===== src/rtl/jtag_cmd_sequencer.sv =====
`timescale 1ns / 1ps
`default_nettype none
// ============================================================================
// Module      : jtag_cmd_sequencer
// Description : Command FSM behind the JTAG-UART byte decoder. Acks decoded
//               instructions and data bytes, assembles multi-byte parameters
//               into config registers, pulses triggers and streams image
//               bytes to the SDRAM writer with a valid/ready handshake.
//               Optional build macro WATCHDOG_EN adds an inter-byte timeout
//               (TIMEOUT_CYC) in collect and transfer states.
// Revision    : 1.0 - initial release
// ============================================================================
module jtag_cmd_sequencer #(
  parameter int unsigned TIMEOUT_CYC  = 50_000_000,
  parameter int unsigned FRAME_ID_MAX = 63
) (
  input  logic        iCLK,
  input  logic        iRST_N,
  input  logic        iNEW_INSTR,
  input  logic [6:0]  iINSTR,
  input  logic        iNEW_DATA,
  input  logic [7:0]  iDATA,
  output logic        oACK_INSTR,
  output logic        oACK_DATA,
  output logic        oIDLE_TO_TAKE_CMD,
  output logic [15:0] oOFFSET_H,
  output logic [15:0] oOFFSET_V,
  output logic [7:0]  oCYC_DISPLAY,
  output logic [7:0]  oNUM_FRAMES,
  output logic [15:0] oGALVO_NUM_POS,
  output logic [5:0]  oSTATIC_ID,
  output logic        oTRIG_SEQ,
  output logic        oTRIG_GALVO,
  output logic        oXFER_START,
  output logic        oXFER_SINGLE,
  output logic [7:0]  oXFER_ARG,
  output logic [7:0]  oPIX_DATA,
  output logic        oPIX_VALID,
  input  logic        iPIX_READY,
  input  logic        iXFER_DONE,
  output logic        oERROR
);

  // Instruction codes, mirroring jtag_decoder_param.h
  localparam logic [6:0] ST_IDLE              = 7'd0;
  localparam logic [6:0] ST_OFFSET_H          = 7'd1;
  localparam logic [6:0] ST_OFFSET_V          = 7'd2;
  localparam logic [6:0] ST_CYC_DISPLAY       = 7'd3;
  localparam logic [6:0] ST_NUM_FRAMES        = 7'd4;
  localparam logic [6:0] ST_GALVO_NUM_POS     = 7'd5;
  localparam logic [6:0] ST_STATIC_DISPLAY    = 7'd6;
  localparam logic [6:0] ST_TRIG_SEQ          = 7'd7;
  localparam logic [6:0] ST_TRIG_GALVO        = 7'd8;
  localparam logic [6:0] ST_UPDATE_RAM        = 7'd9;
  localparam logic [6:0] ST_UPDATE_RAM_SINGLE = 7'd10;
  localparam logic [6:0] ST_ERROR             = 7'd11;
  localparam logic [6:0] INSTRUCTION_ACK      = 7'h7F;

  typedef enum logic [2:0] {
    S_IDLE      = 3'd0,
    S_ERROR     = 3'd1,
    S_COLLECT   = 3'd2,   // gathering parameter bytes for cmd_q
    S_COMMIT    = 3'd3,   // one cycle after last byte ack: publish register
    S_TRIG      = 3'd4,   // trigger pulse cycle
    S_XFER_ARG  = 3'd5,   // waiting for frame count / frame id byte
    S_XFER_BUSY = 3'd6    // streaming pixel bytes
  } state_t;

  state_t      state_q, state_d;
  logic [6:0]  cmd_q, cmd_d;
  logic        cnt_q, cnt_d;
  logic [15:0] shift_q, shift_d;
  logic        ack_instr_q, ack_instr_d;
  logic        ack_data_q, ack_data_d;
  logic        idle_take_q;
  logic        error_q;
  logic [15:0] off_h_q, off_h_d;
  logic [15:0] off_v_q, off_v_d;
  logic [7:0]  cyc_q, cyc_d;
  logic [7:0]  nfr_q, nfr_d;
  logic [15:0] galvo_q, galvo_d;
  logic [5:0]  static_q, static_d;
  logic        trig_seq_q, trig_seq_d;
  logic        trig_galvo_q, trig_galvo_d;
  logic        xstart_q, xstart_d;
  logic        xsingle_q, xsingle_d;
  logic [7:0]  xarg_q, xarg_d;
  logic [7:0]  pix_data_q, pix_data_d;
  logic        pix_valid_q, pix_valid_d;

  // The decoder drops its flag one cycle after seeing our ack, so both flags
  // are stale while an ack pulse is on the wire.
  logic blank;
  logic instr_ok;
  logic data_ok;
  logic two_byte;
  logic last_byte;
  logic id_too_big;

  assign blank      = ack_instr_q | ack_data_q;
  assign instr_ok   = iNEW_INSTR & ~blank;
  assign data_ok    = iNEW_DATA & ~iNEW_INSTR & ~blank;
  assign two_byte   = (cmd_q == ST_OFFSET_H) || (cmd_q == ST_OFFSET_V) ||
                      (cmd_q == ST_GALVO_NUM_POS);
  assign last_byte  = ~two_byte | cnt_q;
  assign id_too_big = ({24'd0, iDATA} > FRAME_ID_MAX);

`ifdef WATCHDOG_EN
  localparam int unsigned WD_W = $clog2(TIMEOUT_CYC + 1);
  logic [WD_W-1:0] wd_q, wd_d;
  logic            wd_active;
  assign wd_active = (state_q == S_COLLECT) || (state_q == S_XFER_ARG) ||
                     (state_q == S_XFER_BUSY);
`else
  // Without the watchdog TIMEOUT_CYC has no effect; this empty guard only
  // keeps the parameter visible in the default build.
  if (TIMEOUT_CYC == 0) begin : g_no_watchdog
  end
`endif

  // Next-state and next-output computation for the command FSM
  always_comb begin
    state_d      = state_q;
    cmd_d        = cmd_q;
    cnt_d        = cnt_q;
    shift_d      = shift_q;
    ack_instr_d  = 1'b0;
    ack_data_d   = 1'b0;
    off_h_d      = off_h_q;
    off_v_d      = off_v_q;
    cyc_d        = cyc_q;
    nfr_d        = nfr_q;
    galvo_d      = galvo_q;
    static_d     = static_q;
    trig_seq_d   = 1'b0;
    trig_galvo_d = 1'b0;
    xstart_d     = 1'b0;
    xsingle_d    = xsingle_q;
    xarg_d       = xarg_q;
    pix_data_d   = pix_data_q;
    pix_valid_d  = pix_valid_q;

    case (state_q)
      S_IDLE, S_ERROR: begin
        if (instr_ok) begin
          ack_instr_d = 1'b1;
          case (iINSTR)
            ST_IDLE:         state_d = S_IDLE;
            INSTRUCTION_ACK: state_d = state_q;
            ST_ERROR:        state_d = S_ERROR;
            ST_OFFSET_H, ST_OFFSET_V, ST_GALVO_NUM_POS,
            ST_CYC_DISPLAY, ST_NUM_FRAMES, ST_STATIC_DISPLAY: begin
              state_d = S_COLLECT;
              cmd_d   = iINSTR;
              cnt_d   = 1'b0;
            end
            ST_TRIG_SEQ: begin
              state_d    = S_TRIG;
              trig_seq_d = 1'b1;
            end
            ST_TRIG_GALVO: begin
              state_d      = S_TRIG;
              trig_galvo_d = 1'b1;
            end
            ST_UPDATE_RAM, ST_UPDATE_RAM_SINGLE: begin
              state_d = S_XFER_ARG;
              cmd_d   = iINSTR;
            end
            default:         state_d = S_ERROR;
          endcase
        end else if (data_ok) begin
          // Stray bytes between commands are consumed and discarded
          ack_data_d = 1'b1;
        end
      end

      S_COLLECT: begin
        if (data_ok) begin
          ack_data_d = 1'b1;
          shift_d    = {shift_q[7:0], iDATA};
          if (!last_byte) begin
            cnt_d = 1'b1;
          end else if ((cmd_q == ST_STATIC_DISPLAY) && id_too_big) begin
            state_d = S_ERROR;
          end else begin
            state_d = S_COMMIT;
          end
        end
      end

      S_COMMIT: begin
        // All bytes are in; publish the whole parameter in one cycle
        case (cmd_q)
          ST_OFFSET_H:       off_h_d  = shift_q;
          ST_OFFSET_V:       off_v_d  = shift_q;
          ST_GALVO_NUM_POS:  galvo_d  = shift_q;
          ST_CYC_DISPLAY:    cyc_d    = shift_q[7:0];
          ST_NUM_FRAMES:     nfr_d    = shift_q[7:0];
          ST_STATIC_DISPLAY: static_d = shift_q[5:0];
          default:           cyc_d    = cyc_q;
        endcase
        state_d = S_IDLE;
      end

      S_TRIG: state_d = S_IDLE;

      S_XFER_ARG: begin
        if (data_ok) begin
          ack_data_d = 1'b1;
          if ((cmd_q == ST_UPDATE_RAM_SINGLE) && id_too_big) begin
            state_d = S_ERROR;
          end else begin
            xarg_d    = iDATA;
            xsingle_d = (cmd_q == ST_UPDATE_RAM_SINGLE);
            xstart_d  = 1'b1;
            state_d   = S_XFER_BUSY;
          end
        end
      end

      S_XFER_BUSY: begin
        if (iXFER_DONE) begin
          // Writer is finished; any byte still offered is dropped unacked
          state_d     = S_IDLE;
          pix_valid_d = 1'b0;
        end else if (!instr_ok) begin
          if (pix_valid_q) begin
            if (iPIX_READY) begin
              ack_data_d  = 1'b1;
              pix_valid_d = 1'b0;
            end
          end else if (data_ok) begin
            pix_data_d  = iDATA;
            pix_valid_d = 1'b1;
          end
        end
      end

      default: state_d = S_ERROR;
    endcase

    // Instructions arriving mid-command: ST_IDLE aborts, INSTRUCTION_ACK is
    // only acknowledged, anything else is a protocol violation.
    if (instr_ok && (state_q == S_COLLECT || state_q == S_XFER_ARG ||
                     (state_q == S_XFER_BUSY && !iXFER_DONE))) begin
      ack_instr_d = 1'b1;
      if (iINSTR == ST_IDLE) begin
        state_d     = S_IDLE;
        pix_valid_d = 1'b0;
      end else if (iINSTR != INSTRUCTION_ACK) begin
        state_d     = S_ERROR;
        pix_valid_d = 1'b0;
      end
    end

`ifdef WATCHDOG_EN
    // Count silent cycles; any ack or state change restarts the count
    wd_d = '0;
    if (wd_active && (state_d == state_q) && !ack_instr_d && !ack_data_d) begin
      if (wd_q == WD_W'(TIMEOUT_CYC - 1)) begin
        state_d     = S_ERROR;
        pix_valid_d = 1'b0;
      end else begin
        wd_d = wd_q + 1'b1;
      end
    end
`endif
  end

  // State, config and output registers
  always_ff @(posedge iCLK or negedge iRST_N) begin
    if (!iRST_N) begin
      state_q      <= S_IDLE;
      cmd_q        <= ST_IDLE;
      cnt_q        <= 1'b0;
      shift_q      <= '0;
      ack_instr_q  <= 1'b0;
      ack_data_q   <= 1'b0;
      idle_take_q  <= 1'b1;
      error_q      <= 1'b0;
      off_h_q      <= '0;
      off_v_q      <= '0;
      cyc_q        <= '0;
      nfr_q        <= '0;
      galvo_q      <= '0;
      static_q     <= '0;
      trig_seq_q   <= 1'b0;
      trig_galvo_q <= 1'b0;
      xstart_q     <= 1'b0;
      xsingle_q    <= 1'b0;
      xarg_q       <= '0;
      pix_data_q   <= '0;
      pix_valid_q  <= 1'b0;
`ifdef WATCHDOG_EN
      wd_q         <= '0;
`endif
    end else begin
      state_q      <= state_d;
      cmd_q        <= cmd_d;
      cnt_q        <= cnt_d;
      shift_q      <= shift_d;
      ack_instr_q  <= ack_instr_d;
      ack_data_q   <= ack_data_d;
      idle_take_q  <= (state_d == S_IDLE) || (state_d == S_ERROR);
      error_q      <= (state_d == S_ERROR);
      off_h_q      <= off_h_d;
      off_v_q      <= off_v_d;
      cyc_q        <= cyc_d;
      nfr_q        <= nfr_d;
      galvo_q      <= galvo_d;
      static_q     <= static_d;
      trig_seq_q   <= trig_seq_d;
      trig_galvo_q <= trig_galvo_d;
      xstart_q     <= xstart_d;
      xsingle_q    <= xsingle_d;
      xarg_q       <= xarg_d;
      pix_data_q   <= pix_data_d;
      pix_valid_q  <= pix_valid_d;
`ifdef WATCHDOG_EN
      wd_q         <= wd_d;
`endif
    end
  end

  assign oACK_INSTR        = ack_instr_q;
  assign oACK_DATA         = ack_data_q;
  assign oIDLE_TO_TAKE_CMD = idle_take_q;
  assign oERROR            = error_q;
  assign oOFFSET_H         = off_h_q;
  assign oOFFSET_V         = off_v_q;
  assign oCYC_DISPLAY      = cyc_q;
  assign oNUM_FRAMES       = nfr_q;
  assign oGALVO_NUM_POS    = galvo_q;
  assign oSTATIC_ID        = static_q;
  assign oTRIG_SEQ         = trig_seq_q;
  assign oTRIG_GALVO       = trig_galvo_q;
  assign oXFER_START       = xstart_q;
  assign oXFER_SINGLE      = xsingle_q;
  assign oXFER_ARG         = xarg_q;
  assign oPIX_DATA         = pix_data_q;
  assign oPIX_VALID        = pix_valid_q;

endmodule
`default_nettype wire


===== config.mk =====
export PLATFORM = sky130hd
export DESIGN_NAME = jtag_cmd_sequencer
export DESIGN_NICKNAME = d
export VERILOG_FILES = /design/src/rtl/jtag_cmd_sequencer.sv
export SDC_FILE = /design/constraint.sdc
export NUM_CORES = 1
export LEC_CHECK = 0
export ABC_AREA = 1
export CELL_PAD_IN_SITES_DETAIL_PLACEMENT = 1
export CELL_PAD_IN_SITES_GLOBAL_PLACEMENT = 1
export CORE_MARGIN = 4
export CORE_UTILIZATION = 42
export CTS_BUF_LIST = sky130_fd_sc_hd__clkbuf_8
export DETAILED_ROUTE_END_ITERATION = 8
export PLACE_DENSITY = 0.89
export SLEW_MARGIN = 20
export SYNTH_ARGS = -nofsm -noshare
export SYNTH_HDL_FRONTEND = slang
export SYNTH_SLANG_ARGS = --single-unit

===== constraint.sdc =====
create_clock -name iCLK -period 4 [get_ports iCLK]
set_input_delay 0.8 -clock iCLK [delete_from_list [all_inputs] [get_ports iCLK]]
set_output_delay 0.8 -clock iCLK [all_outputs]
set_load 0.1 [all_outputs]

==> flow_metrics.py, run 1 <==
metrics = {
    "status": {
        "status": "finished, final reports clean",
    },
    "final_layout": {
        "finalNonFillerCells": 809,
        "area_growth_pct": 33.27,
        "nNetsFinal": 675,
        "drive_gt1_frac": 0.1171,
        "diodes": 0,
        "final_util": 0.5779,
        "fillers": 1329,
        "seq_area_sq_mm": 0.003054,
        "final_cell_mix": "nand2_1 (154), dfrtp_1 (121), clkdlybuf4s50_1 (114)",
        "final_common_cell": "nand2_1",
        "finalInstanceArea_sq_mm": 0.006655,
        "multi_input_area_sq_mm": 0.001634,
    },
    "clocking": {
        "cts.sinks": 122,
        "tritoncts": "built",
        "cts_hold_buf": 0,
        "postCtsSetupRepairBufs": 0,
        "cts_buffer_depth": 2,
        "clock_latency_ns": 0.44,
        "h-tree-depth": 4,
        "numCtsBuffers": 17,
        "cts_resized": 0,
        "cts_root_buf": "clkbuf_8",
        "clkSlewWorstSetupHoldPaths_ns": 0.07,
    },
    "setup_path": {
        "critPathKind": "reg -> out",
        "cpPeakStageDelay_ns": 1.12,
        "crit_buf_inv": 1,
        "crit_family": "buffers and inverters",
        "cp-start-kind": "register",
        "arrival_ns": 2.09,
        "crit_required_ns": 3.20,
        "cp-end-kind": "output port",
        "slowest_stage": "clkdlybuf4s50_1",
        "cp_cell_sequence": "clkdlybuf4s50_1",
        "crit_fanout": 1,
    },
    "synth": {
        "synth_cell_types": 26,
        "yosysWarnings": 0,
        "syn_area_sq_mm": 0.004994,
        "postSynthCellCount": 536,
        "syn-num-nets": 557,
        "ys_ff_latch": 122,
        "ys_seq_area_frac": 0.6116,
        "syn_area_per_cell_sq_um": 9.316,
    },
    "routing": {
        "viasPerCell": 5.172,
        "firstDrtPassIters": 4,
        "drcViolationCount": 0,
        "wl_per_cell_microns": 17.83,
        "drtIter0Drc": 275,
        "drt_wl_total_mm": 14.42,
        "dr_total_vias": 4184,
        "ant_nets": 0,
    },
    "placement": {
        "post-place-ws_ns": 1.511,
        "placed_cell_area_sq_mm": 0.006250,
        "place.gp.congestion": 0.8796,
        "port_buffers": 115,
        "dp_hpwl_mm": 10.22,
        "dp_cells": 778,
    },
    "sta": {
        "slew_violations": 0,
        "skew_ns": 0.009373,
        "period_minus_slack_ns": 2.885,
        "rsz0062_at_grt": "false",
        "worst_slack_ns": 1.115,
        "relSlewSlack": 0.3302,
        "fin_crit_sh": 0.7213,
        "max_freq_mhz": 346.6,
        "fin_tns_setup_ns": 0,
        "setup_violations": 0,
        "tightestPinTransition_ns": 1.002,
        "hold_ws_ns": 0.3746,
        "hold_viol": 0,
    },
    "global_route": {
        "grt_usage": 0.2201,
        "grt_max_degree": 79,
        "antenna_found_initial": 0,
        "grt_pass1_wl_mm": 22.96,
        "grt_overflow": 0,
        "grt_pass1_vias": 4441,
    },
    "min_path": {
        "hold_class": "in -> async",
    },
    "pwr": {
        "ir_drop_uv": 227.2,
        "p_per_area_mw_per_mm2": 423.3,
        "p_total_mw": 2.817,
        "p_leak_nw": 3.048,
    },
    "floorplan": {
        "die_area_sq_mm": 0.01370,
        "core_area_sq_mm": 0.01152,
        "rows": 39,
        "initial_core_util": 0.4336,
        "die_w_microns": 117.0,
        "die_h_microns": 117.0,
        "boundaryPins": 116,
    },
    "flow_run": {
        "max_cap_viol_count": 0,
    },
}
==> area by class of cell <==
type	instances	share of cell area
clock buffers	21	0.04343
clock inverters	10	0.01523
inverters	59	0.03328
multi-input cells	337	0.2455
flip-flops and latches	122	0.4589
well taps	143	0.02688
repair buffers	117	0.1767
==> synthesized netlist by cell type (all sizes together) <==
library cell	instances	area, sq um
nand2	158	603.1
dfrtp	121	3028
o21ai	116	674.4
inv	59	221.5
nor2	30	120.1
nand3	15	90.09
clkbuf	10	37.54
buf	8	61.31
nand4	5	37.53
nor3	4	31.28
a21oi	3	15.01
o22ai	2	12.51
a31o	1	8.760
a31oi	1	6.260
dfstp	1	26.28
nor4	1	12.51
o211ai	1	7.510
==> worst reg2reg max path, stage by stage (launching register included) <==
cell and delay, ns:
dfrtp_1 0.38, nor2_1 0.18, nand2_1 0.17, nor3_1 0.38
nand3_2 0.60, o21ai_0 0.48
==> state kept, by name, indices dropped and copies added, names as in the netlist <==
register	flops
oTRIG_GALVO	1
oACK_INSTR	1
oNUM_FRAMES	8
oXFER_ARG	8
oOFFSET_V	16
oPIX_DATA	8
oGALVO_NUM_POS	16
oSTATIC_ID	6
shift_q	16
oXFER_START	1
oIDLE_TO_TAKE_CMD	1
oCYC_DISPLAY	8
oACK_DATA	1
oOFFSET_H	16
oERROR	1
oTRIG_SEQ	1
state_q	3
cmd_q	7
oXFER_SINGLE	1
cnt_q	1
oPIX_VALID	1
==> where the power goes <==
group | total (mW) | switching, mW | leakage [nW] | internal (mW)
Sequential | 1.33 | 0.0421 | 1.68 | 1.29
Combinational | 0.408 | 0.314 | 1.16 | 0.0940
Clock | 1.08 | 0.474 | 0.207 | 0.606
==> worst paths after layout <==
path	slack [ns]	startpoint	cells after the start	endpoint
hold / removal	0.37	iRST_N	1	oNUM_FRAMES[5]
hold reg to reg	0.49	shift_q[9]	2	shift_q[9]
min in group iCLK	0.49	shift_q[9]	2	shift_q[9]
setup reg to reg	1.70	cmd_q[5]	5	oGALVO_NUM_POS[8]
max in group asynchronous	2.79	iRST_N	2	shift_q[2]
setup / recovery	1.11	oIDLE_TO_TAKE_CMD	1	oIDLE_TO_TAKE_CMD
==> cell families (layout without fill, tap and decap cells) <==
logic type,Yosys count,in the layout,share of synthesized area
AOI/OAI and AO/OA,124,124,0.1451
buffers and inverters,77,207,0.06414
DFF,122,122,0.6116
and+or+nand+nor,213,213,0.1792
==> routing by layer <==
metal	routed length (microns)	track usage
met1	6254	0.2834
met5	0	0
met2	7246	0.3622
met3	714	0.05656
met4	207	0.07875
Note: power is estimated with default switching activity, not from simulation.
==> run 2: changes to the inputs <==
Settings changed: CORE_UTILIZATION 42 to 35, PLACE_DENSITY 0.89 to 0.79.
Clock period 4 ns to 2.6 ns, I/O delays scaled along.
==> run 2 against run 1 <==
Net effect: via count decreased by 1.5%; die area increased by 19%; non-clock buffer count increased by 6; first-iteration DRC count decreased by 37%; sequential power increased by 53%; design area decreased by 2.2%; hold slack improved by 0.078 ns; count of clock-buffer cells in the layout unchanged; global-route usage decreased by 4.2 points; largest power group unchanged.
==> flow_metrics.py, run 2 (synthesis gave the netlist of run 1 again) <==
metrics = {
    "pwr": {
        "ir_drop_uv": 293.9,
        "switching_share": 0.2912,
        "p_int_mw": 3.055,
        "p_per_area_mw_per_mm2": 662.5,
        "p_clk_frac": 0.387,
        "seq_power_share": 0.474,
        "p_leak_nw": 3.277,
        "p_switching_mw": 1.256,
        "combPwrFrac": 0.138,
    },
    "sta": {
        "skew_ns": 0.009563,
        "hold_ws_ns": 0.4521,
        "period_minus_slack_ns": 1.827,
        "hold_viol": 0,
        "fin_crit_sh": 0.7027,
        "slew_violations": 0,
        "max_freq_mhz": 547.4,
        "relSlewSlack": 0.5519,
        "setup_violations": 0,
        "fin_tns_setup_ns": 0,
        "rsz0062_at_grt": "false",
        "tightestPinTransition_ns": 0.6706,
    },
    "setup_path": {
        "crit_required_ns": 2.90,
        "critPathKind": "reg -> reg",
        "cp-start-kind": "register",
        "rr_worst_depth": 6,
        "r2r-start": "cmd_q[5]",
        "crit_fanout": 16,
        "r2r-end": "oNUM_FRAMES[7]",
        "cp-end-kind": "register",
        "ff2ff_setup_slack_ns": 0.77,
        "arrival_ns": 2.12,
    },
    "floorplan": {
        "initial_core_util": 0.3584,
        "boundaryPins": 116,
        "die_w_microns": 127.4,
        "core_area_sq_mm": 0.01393,
        "die_h_microns": 127.4,
        "die_area_sq_mm": 0.01624,
        "rows": 43,
    },
    "clocking": {
        "cts_root_buf": "clkbuf_8",
        "cts_resized": 0,
        "h-tree-depth": 4,
        "tritoncts": "built",
        "clock_latency_ns": 0.44,
        "cts.sinks": 122,
        "clkSlewWorstSetupHoldPaths_ns": 0.07,
        "numCtsBuffers": 17,
        "cts_buffer_depth": 2,
    },
    "routing": {
        "viasPerCell": 4.838,
        "firstDrtPassIters": 4,
        "wl_met1_mm": 6.169,
        "drt_wl_total_mm": 13.70,
        "highest-signal-layer": "met4",
        "wl_per_cell_microns": 16.08,
        "drcViolationCount": 0,
        "dr_total_vias": 4122,
        "ant_nets": 0,
        "route.met2.wl_mm": 6.563,
        "drtIter0Drc": 174,
        "wl_met3_microns": 773,
    },
    "global_route": {
        "antenna_found_initial": 0,
        "grt_pass1_vias": 4398,
        "grt_max_degree": 70,
        "grt_usage": 0.1777,
        "grt_pass1_wl_mm": 22.77,
        "grt_overflow": 0,
    },
    "placement": {
        "dp_hpwl_mm": 9.711,
        "port_buffers": 115,
        "place.gp.congestion": 0.8846,
    },
    "final_layout": {
        "fillers": 1623,
        "area_growth_pct": 30.32,
        "final_cell_mix": "nand2_1 (154), dfrtp_1 (121), buf_4 (101)",
        "drive_gt1_frac": 0.2604,
        "final_common_cell": "nand2_1",
        "diodes": 0,
        "nNetsFinal": 681,
        "final_util": 0.4670,
    },
    "min_path": {
        "hold_class": "in -> async",
    },
    "flow_run": {
        "max_cap_viol_count": 0,
    },
    "status": {
        "status": "finished, final reports clean",
    },
}
[run 2: how the worst max path moves through the flow]
stage,start,endpoint,depth (start not counted)
floorplan,oACK_DATA,shift_q[2],7
CTS,cmd_q[5],oNUM_FRAMES[6],6
detailed placement,iINSTR[4],cmd_q[3],9
global route,cmd_q[5],oCYC_DISPLAY[6],6
finish,cmd_q[5],oNUM_FRAMES[7],6
global placement,iINSTR[6],cmd_q[6],9
[run 2: power by group through the flow]
| stage | combinational, mW | clock, mW | sequential (mW) |
|---|---|---|---|
| 2_1_floorplan | 0.221 | 0 | 2.24 |
| 4_1_cts | 0.609 | 1.72 | 2.04 |
| 3_5_place_dp | 0.605 | 0 | 2.08 |
| 6_report | 0.596 | 1.67 | 2.04 |
| 3_3_place_gp | 0.589 | 0 | 2.08 |
| 5_1_grt | 0.657 | 1.81 | 2.05 |
[run 2: metal layers]
layer / global-route usage / up-vias
met3: 0.04222 / 16
li1: - / 1967
met2: 0.2939 / 118
met5: 0 / -
met4: 0.05994 / 0
met1: 0.2296 / 2021
[run 2: through the flow]
stage,area (sq um),cells,worst slack (ns),total power [mW]
2_1_floorplan,4994,536,0.6713,2.457
3_3_place_gp,6108,820,0.5485,2.665
3_5_place_dp,6108,820,0.4487,2.684
4_1_cts,6507,852,0.7590,4.377
5_1_grt,6507,852,0.5313,4.520
6_report,6507,852,0.7730,4.311
[run 2: area by class of cell]
cell class / count / area (sq um) / area share
sequential: 122 / 3054 / 0.4693
multi-input combinational: 337 / 1619 / 0.2488
timing repair buffer: 123 / 998.5 / 0.1534
clock buffer: 21 / 289.0 / 0.04441
tap: 180 / 225.2 / 0.03461
inverter: 59 / 221.5 / 0.03403
clock inverter: 10 / 100.1 / 0.01538
[run 2: worst max-delay path, cell delays in order (launching register included)]
cell and delay, ns:
dfrtp_1 0.38, nor2_1 0.16, nand2_1 0.14, nor4_2 0.27
nand2_1 0.48, nand2_1 0.21, o21ai_2 0.07
[run 2: repair_timing]
item	4_1_cts	5_1_grt
hold endpoints to repair	6	0
hold buffers	1	0
buffers inserted	0	0
==> run 3: changes to the inputs <==
Clock period 2.6 ns to 1.5 ns, I/O delays scaled along.
==> run 3 against run 2 <==
Net effect: die area did not move; the run now ends with negative setup slack left; hold slack got worse by 0.045 ns; sequential share of layout area fell by 9.9 points; total power rose by 87%; routed wire length rose by 18%; via count rose by 6.8%; sequential cell count did not move; highest routed layer unchanged; clock power rose by 77%; sequential power rose by 75%; fmax rose by 17%; combinational power rose to 2.6 times the previous value; first-iteration DRC count rose by 30%; largest cell class unchanged.
==> flow_metrics.py, run 3 (synthesis gave the netlist of run 1 again) <==
metrics = {
    "global_route": {
        "grt_pass1_vias": 4825,
        "antenna_found_initial": 0,
        "grt_pass1_wl_mm": 25.21,
        "grt_overflow": 0,
        "grt_usage": 0.1975,
        "grt_max_degree": 89,
    },
    "pwr": {
        "switching_share": 0.3037,
        "seq_power_share": 0.443,
        "p_int_mw": 5.622,
        "p_leak_nw": 3.777,
        "combPwrFrac": 0.190,
        "p_per_area_mw_per_mm2": 974.9,
        "p_clk_frac": 0.367,
        "p_switching_mw": 2.452,
        "ir_drop_uv": 749.5,
    },
    "clocking": {
        "clkSlewWorstSetupHoldPaths_ns": 0.07,
        "clock_latency_ns": 0.42,
        "cts_root_buf": "clkbuf_8",
        "cts.sinks": 122,
        "cts_buffer_depth": 2,
        "h-tree-depth": 4,
        "numCtsBuffers": 17,
        "tritoncts": "built",
    },
    "setup_path": {
        "cp_cell_sequence": "inv_2, nand2_4, nor2_4, nand2_1, nand2_2, nand2_1, o22ai_2, o21ai_2, nand2_1, o21ai_0",
        "arrival_ns": 1.86,
        "cp-end-kind": "register",
        "crit_required_ns": 1.80,
        "critPathKind": "reg -> reg",
        "crit_fanout": 3,
        "path_common_cell": "nand2_1",
        "slowest_stage": "dfrtp_1",
        "crit_family": "simple AND/OR/NAND/NOR gates",
        "crit_buf_inv": 1,
        "cpPeakStageDelay_ns": 0.40,
        "cp-start-kind": "register",
    },
    "routing": {
        "firstDrtPassIters": 4,
        "drtIter0Drc": 227,
        "ant_nets": 0,
        "dr_total_vias": 4402,
        "drcViolationCount": 0,
        "drt_wl_total_mm": 16.11,
        "wl_per_cell_microns": 18.14,
        "viasPerCell": 4.957,
    },
    "sta": {
        "tightestPinTransition_ns": 0.4989,
        "relSlewSlack": 0.6670,
        "period_minus_slack_ns": 1.562,
        "slew_violations": 0,
        "skew_ns": 0.01251,
        "worst_slack_ns": -0.06192,
        "setup_violations": 4,
        "hold_viol": 0,
        "fin_crit_sh": 1.041,
        "max_freq_mhz": 640.2,
        "rsz0062_at_grt": "true",
    },
    "final_layout": {
        "finalNonFillerCells": 888,
        "seq_area_sq_mm": 0.003067,
        "final_cell_mix": "nand2_1 (133), dfrtp_1 (115), buf_12 (101)",
        "fillers": 1438,
        "diodes": 0,
        "drive_gt1_frac": 0.3701,
        "final_util": 0.5943,
        "final_common_cell": "nand2_1",
        "multi_input_area_sq_mm": 0.001834,
        "nNetsFinal": 716,
        "area_growth_pct": 65.85,
    },
    "floorplan": {
        "rows": 43,
        "core_area_sq_mm": 0.01393,
        "die_w_microns": 127.4,
        "initial_core_util": 0.3584,
        "die_h_microns": 127.4,
        "die_area_sq_mm": 0.01624,
        "boundaryPins": 116,
    },
    "placement": {
        "port_buffers": 115,
        "dp_hpwl_mm": 11.19,
        "dp_cells": 847,
        "place.gp.congestion": 0.8965,
    },
    "status": {
        "violations": "negative setup slack",
        "status": "finished, violations left",
    },
    "flow_run": {
        "max_cap_viol_count": 0,
    },
    "min_path": {
        "hold_class": "in -> reg",
    },
}
-- run 3: cell types whose count changed in the layout (fill, tap and decap cells not counted), moves of 17 or more --
cell,previous run,this run
buf_12,2,101
buf_4,101,31
o21ai_0,91,42
o21ai_1,0,46
nand2_1,154,133
nand2_2,4,21
-- run 3: area by class of cell --
| class | instances | area share |
|---|---|---|
| clock inverters | 14 | 0.01889 |
| well taps | 180 | 0.02719 |
| inverters | 59 | 0.02825 |
| clock buffers | 18 | 0.02991 |
| multi-input cells | 338 | 0.2215 |
| flip-flops and latches | 122 | 0.3703 |
| repair buffers | 157 | 0.3040 |
-- run 3: final timing paths --
check                           slack (ns)  depth (start not counted)        start              to
min in group asynchronous             0.45                          3       iRST_N  oNUM_FRAMES[7]
worst min register to register        0.49                          2  shift_q[14]     shift_q[14]
worst max-delay path                 -0.06                         10     cmd_q[0]           cnt_q
max in group asynchronous             0.63                          3       iRST_N      oPIX_VALID
worst max register to register       -0.06                         10     cmd_q[0]           cnt_q
worst min-delay path                  0.41                          4    iINSTR[2]        cmd_q[2]
-- run 3: power groups by stage --
stage / Sequential, mW / Clock (mW) / Combinational, mW
floorplan: 3.88 / 0 / 0.389
global placement: 3.61 / 0 / 1.22
detailed placement: 3.62 / 0 / 1.28
CTS: 3.57 / 3.03 / 1.38
global route: 3.59 / 3.22 / 1.65
finish: 3.58 / 2.96 / 1.53
-- run 3: worst reg2reg max path, delay by kind of cell (launching register included) --
family	cells	cell delay, ns
and+or+nand+nor	6	0.61
DFF	1	0.40
AOI/OAI and AO/OA	3	0.31
buffers and inverters	1	0.12
-- run 3: stage by stage --
| step | instance area (sq um) | total power [mW] | hold slack, ns | TNS (ns) | setup WS [ns] |
|---|---|---|---|---|---|
| floorplan | 5022 | 4.274 | 0.004409 | -0.02227 | -0.02227 |
| global placement | 7574 | 4.828 | 0.3759 | -6.988 | -0.3164 |
| detailed placement | 7574 | 4.891 | 0.3875 | -15.56 | -0.4516 |
| CTS | 8119 | 7.984 | 0.4732 | 0 | 0.001064 |
| global route | 8282 | 8.456 | 0.4219 | -2.850 | -0.1782 |
| finish | 8282 | 8.074 | 0.4068 | -0.1771 | -0.06192 |
-- run 3: timing repair --
action / in CTS / in global routing
resized for setup: 28 / 90
hold buffers: 1 / 0
setup buffers: 5 / 2
pin swaps: 3 / 5
endpoints found under the hold margin: 121 / 0
gates cloned: 0 / 1
endpoints found under the setup margin: 71 / 110
-- run 3: layer usage --
| metal | part of all wire | wire length, microns | GRT usage | vias up |
|---|---|---|---|---|
| met4 | 0.019 | 313 | 0.07634 | 0 |
| met1 | 0.41 | 6566 | 0.2419 | 2180 |
| met3 | 0.050 | 803 | 0.04390 | 28 |
| li1 | - | - | - | 2043 |
| met5 | 0 | 0 | 0 | - |
| met2 | 0.52 | 8425 | 0.3394 | 151 |
